--- config.mk ---
export PLATFORM = sky130hd
export DESIGN_NAME = clk_div_bank
export DESIGN_NICKNAME = d
export VERILOG_FILES = /design/src/rtl/clk_div_bank.sv
export SDC_FILE = /design/constraint.sdc
export NUM_CORES = 1
export LEC_CHECK = 0
export ABC_AREA = 1
export ABC_CLOCK_PERIOD_IN_PS = 2830
export BUFFER_PORTS_ARGS = -buffer_cell sky130_fd_sc_hd__buf_4
export CORE_MARGIN = 5
export CORE_UTILIZATION = 40
export CTS_CLUSTER_SIZE = 28
export DETAILED_ROUTE_END_ITERATION = 8
export GPL_ROUTABILITY_DRIVEN = 0
export PLACE_DENSITY_LB_ADDON = 0.2
export SLEW_MARGIN = 25
export SYNTH_ARGS = -nofsm -noshare
export SYNTH_HDL_FRONTEND = slang
export SYNTH_SLANG_ARGS = --single-unit
--- constraint.sdc ---
create_clock -name clkin -period 2.83 [get_ports clkin]
set_input_delay 0.283 -clock clkin [delete_from_list [all_inputs] [get_ports clkin]]
set_output_delay 0.283 -clock clkin [all_outputs]
set_load 0.05 [all_outputs]
--- src/rtl/clk_div_bank.sv ---
// clk_div_bank: a bank of runtime-programmable clock-enable / divided-clock
// generators, all in the clkin domain. Each channel counts 0..div-1 and
// decodes its registered outputs from the next-state count. New settings
// wait in a pending register and are only applied on a period boundary
// (the natural wrap or a sync), so an output never shows a partial period.
module clk_div_bank #(
  parameter int CHANNELS    = 4,
  parameter int DIV_W       = 16,
  parameter int DEFAULT_DIV = 82,
  parameter int CH_W        = (CHANNELS > 1) ? $clog2(CHANNELS) : 1
) (
  input  logic                clkin,
  input  logic                rst_n,
  input  logic                cfg_we,
  input  logic [CH_W-1:0]     cfg_ch,
  input  logic [DIV_W-1:0]    cfg_div,
  input  logic [DIV_W-1:0]    cfg_high,
  input  logic                sync,
  output logic [CHANNELS-1:0] clk_en,
  output logic [CHANNELS-1:0] clk_div,
  output logic [CHANNELS-1:0] pend,
  output logic                cfg_err,
  output logic                lock
);

  localparam logic [DIV_W-1:0] RST_DIV  = DIV_W'(DEFAULT_DIV);
  localparam logic [DIV_W-1:0] RST_HIGH = DIV_W'(DEFAULT_DIV / 2);
  localparam logic [DIV_W-1:0] ONE      = DIV_W'(1);

  logic                cfg_ok;
  logic [DIV_W-1:0]    cfg_high_eff;
  logic [CHANNELS-1:0] en_next;
  logic [CHANNELS-1:0] seen;

  // Qualify the write and clamp the high-time before it is stored as pending
  always_comb begin
    cfg_ok = (cfg_div >= DIV_W'(2)) && (32'(cfg_ch) < CHANNELS);
    if (cfg_high == '0)
      cfg_high_eff = cfg_div >> 1;
    else if (cfg_high >= cfg_div)
      cfg_high_eff = cfg_div - ONE;
    else
      cfg_high_eff = cfg_high;
  end

  // Rejected-write pulse, per-channel first-enable tracking and lock flag
  always_ff @(posedge clkin or negedge rst_n) begin
    if (!rst_n) begin
      cfg_err <= 1'b0;
      seen    <= '0;
      lock    <= 1'b0;
    end else begin
      cfg_err <= cfg_we & ~cfg_ok;
      seen    <= seen | en_next;
      lock    <= &seen;
    end
  end

  for (genvar i = 0; i < CHANNELS; i++) begin : g_ch
    logic [DIV_W-1:0] cnt, div, high, pdiv, phigh;
    logic [DIV_W-1:0] cnt_n, div_n, high_n, pdiv_n, phigh_n;
    logic             pend_q, pend_n, en_q, div_q;
    logic             hit, wrap;

    // Next count and configuration; apply uses the pending value held before
    // this edge, so a write landing on a boundary waits one more period
    always_comb begin
      hit     = cfg_we && cfg_ok && (cfg_ch == CH_W'(i));
      wrap    = (cnt == div - ONE);
      cnt_n   = cnt + ONE;
      div_n   = div;
      high_n  = high;
      pdiv_n  = pdiv;
      phigh_n = phigh;
      pend_n  = pend_q;
      if (sync || wrap) begin
        cnt_n = '0;
        if (pend_q) begin
          div_n  = pdiv;
          high_n = phigh;
          pend_n = 1'b0;
        end
      end
      if (hit) begin
        pdiv_n  = cfg_div;
        phigh_n = cfg_high_eff;
        pend_n  = 1'b1;
      end
    end

    assign en_next[i] = (cnt_n == '0);

    // Channel state and registered outputs decoded from next-state values
    always_ff @(posedge clkin or negedge rst_n) begin
      if (!rst_n) begin
        cnt    <= '0;
        div    <= RST_DIV;
        high   <= RST_HIGH;
        pdiv   <= RST_DIV;
        phigh  <= RST_HIGH;
        pend_q <= 1'b0;
        en_q   <= 1'b0;
        div_q  <= 1'b0;
      end else begin
        cnt    <= cnt_n;
        div    <= div_n;
        high   <= high_n;
        pdiv   <= pdiv_n;
        phigh  <= phigh_n;
        pend_q <= pend_n;
        en_q   <= en_next[i];
        div_q  <= (cnt_n < high_n);
      end
    end

    assign clk_en[i]  = en_q;
    assign clk_div[i] = div_q;
    assign pend[i]    = pend_q;
  end

endmodule
==> qor.csv <==
metric,value,unit
clock share of power,0.304,
worst-path fanout max,7,
"Buf+Inv Stages, Crit Path",3,
post-DR wirelength/cell,17.00,µm
sw power,5.581,mW
Levels on crit path,22,
Power Density,711.9,nW/µm²
vias per cell,4.952,
fin cells,3108,
Vias,15392,
CP arrival,3.53,ns
cts bufs inserted,39,
nets,2603,
sequential share of the synthesized area,0.4657,
top_reg_cell synth,dfrtp_1,
Area contributors post-synth,"dfrtp_1 40%, nand2_1 11%, dfstp_2 6.9%, ha_1 5.9%, inv_1 5.8%",
CP startpoint,g_ch[0].div[0],
Antenna Cells,0,
Starting Density,0.4039,
# port buffers,51,
Worst Hold Class,primary input to register,
clk buf depth,3,
"Reg clk slew, reported paths",0.06,ns
fmax,0.3276,GHz
Mapped Area,18290,µm²
"Clk Latency, worst-skew pair",0.55,ns
Final WS setup,-0.2224,ns
aggregate negative setup slack,-0.6063,ns
die width,223.8,µm
Top delay family on crit path,simple AND/OR/NAND/NOR gates,
TritonRoute pass-1 iters,6,
Pleak,11.52,nW
Ys Warns,0,
status,finished with violations,
pin count of the biggest net entering global routing,84,
H-tree Lvls,2,
violated checks,setup timing,
# clock sinks,338,
share of cells above drive strength 1,0.2843,
syn nets,2322,
skew final,0.01442,ns
slowest cell on the critical path,dfrtp_1,
syn_area_per_cell,8.322,µm²
clk root buf,clkbuf_16,
Cells after Synth,2198,
Final Hold Fails,0,
CTS tree,yes,
series of cell instances along the critical path,"inv_2, ha_4, nand3_4, nor2_4, nand2_1, nand2_1, nand2_1, nor2_2, nand2_1, nor2_2, nand2_2, nand2_4, nand2_8, buf_12, o21ai_4, inv_2, ha_4, a21oi_4, nor2_2, a211oi_2, o211ai_1, a21oi_2",
final-report setup violation count,4,
number of max-cap violations,0,
drc violations,0,
Reg-to-Reg End,g_ch[0].div_q,
DPL Wire Length,37.64,mm
register share of total power,0.386,
first-pass GRT wire length,83.75,mm
Seq cells post-synth,338,
total track usage,0.2090,
Net Sw Frac,0.3286,
crit end category,register,
fin crit period,3.052,ns
vias in the first global route,15419,
ys async rst share,1.000,
Comb power frac,0.310,
VDD IR max,506.3,µV
setup repair after global routing missed its margin,true,
First DRT Iteration DRCs,1150,
initial antenna violation count,0,
top-count cell post-synth,nand2_1,
Slew headroom,0.2801,
Post-synth EDFFs,0,
CP peak stage delay,0.38,ns
Pins Over Slew Limit,0,
final wirelength,52.84,mm
Inst Count DP,2996,
kind of critical path,register to register,
Internal Power,11.40,mW
Synth top area share,0.3967,
critical path startpoint category,register,
Post-synth top cells,"525 x nand2_1, 290 x dfrtp_1, 282 x inv_1",
flop2flop setup slack,-0.22,ns
Most common cell on crit path,nand2_1,
dominant cell type by area after synthesis,dfrtp_1,
layout overhead on the synthesized area,30.44,%
Core Region,45280,µm²
Die H,223.8,µm
die area,50100,µm²
worst-margin pin slew,1.069,ns
Ports,52,
fin area,23860,µm²
"Req. time, crit path",3.31,ns
Yosys cell types,52,
fillers,4221,
Worst Reg2Reg Path Length in Cells,22,
total power,16.98,mW
Placed Area,20840,µm²
Worst setup endpoint,g_ch[0].div_q,
origin of the critical flop-to-flop path,g_ch[0].div[0],
period utilization,1.079,
post-route antenna net violation count,0,
grt total ovfl,0,
Rows,78,
power groups by stage:
stage	clock [mW]	combinational, mW	sequential [mW]
finish	5.17	5.26	6.55
detailed placement	0	4.37	6.58
global route	5.47	5.89	6.68
global placement	0	4.28	6.57
floorplan	0	2.82	6.39
CTS	5.29	4.88	6.52
layer usage:
layer,wire length (µm),vias to the layer above,track usage
met5,0,-,0
met4,1538,0,0.06581
met3,2670,86,0.03695
met2,24800,343,0.3417
met1,23830,7353,0.2851
li1,-,7610,-
what timing repair did:
action / in CTS / in global routing
gates resized for setup: 171 / 133
hold buffers: 2 / 0
pin swaps: 62 / 70
gates cloned: 7 / 1
endpoints found under the setup margin: 8 / 12
hold endpoints to repair: 68 / 0
setup buffers: 17 / 18
metrics by stage:
stage / hold slack (ns) / setup WS [ns] / utilization
floorplan: -0.01259 / 0.0009996 / -
global placement: 0.3383 / -0.3364 / 0.4603
detailed placement: 0.3328 / -0.3904 / 0.4603
CTS: 0.05667 / -0.2257 / 0.5124
global route: 0.1034 / -0.4498 / 0.5269
finish: 0.08028 / -0.2224 / 0.5269
logic make-up (layout without fill, tap and decap cells):
kind of cell,count (synthesis),after routing,share of synthesized area
mux,44,44,0.02709
flops,338,338,0.4657
simple gates,936,936,0.2235
xor+xnor,104,104,0.05055
fa+ha+maj,86,86,0.05883
buf+inv,363,673,0.07935
compound gates,327,327,0.09495
final cells by class:
class	instances	area (µm²)	area share
clock buffer	59	1164	0.04877
clock inverter	11	138.9	0.005821
inverter	294	1104	0.04625
multi-input combinational	1497	9509	0.3986
sequential	338	8519	0.3571
tap	600	750.7	0.03146
timing repair buffer	309	2674	0.1121
state kept, by name, summed over array words and instances (netlist names):
name         flops
g_ch.cnt        64
g_ch.div        64
g_ch.high       64
g_ch.pdiv       64
g_ch.phigh      64
g_ch.div_q       4
g_ch.en_q        4
g_ch.pend_q      4
seen             4
cfg_err          1
lock             1
how the worst min path moves through the flow:
stage                      from        endpoint  slack (ns)  cells after the start
CTS                 cfg_div[13]         cfg_err        0.06                      4
floorplan                 rst_n         cfg_err       -0.01                      0
detailed placement        rst_n  g_ch[1].cnt[2]        0.33                      1
global route        cfg_div[13]         cfg_err        0.10                      4
finish              cfg_div[13]         cfg_err        0.08                      4
global placement          rst_n  g_ch[1].cnt[5]        0.34                      1
tightest hold or removal path, stage by stage:
cell     delay (ns)
buf_4          0.11
nor4_1         0.05
nand3_1        0.10
nor2_1         0.05
placed cells by master (no fill, tap or decap), drive strengths merged, types with 11 or more instances in the layout:
cell,count
nor2,229
xor2,63
a21oi,69
buf,306
nand3,64
nand3b,28
nor4,16
mux2,44
o21ai,222
xnor2,40
nand2,538
ha,86
o211ai,17
dfrtp,290
nor3,24
nand4,23
clkinv,11
dfstp,48
inv,290
clkbuf,60
Power figures use the tool's default switching activity.
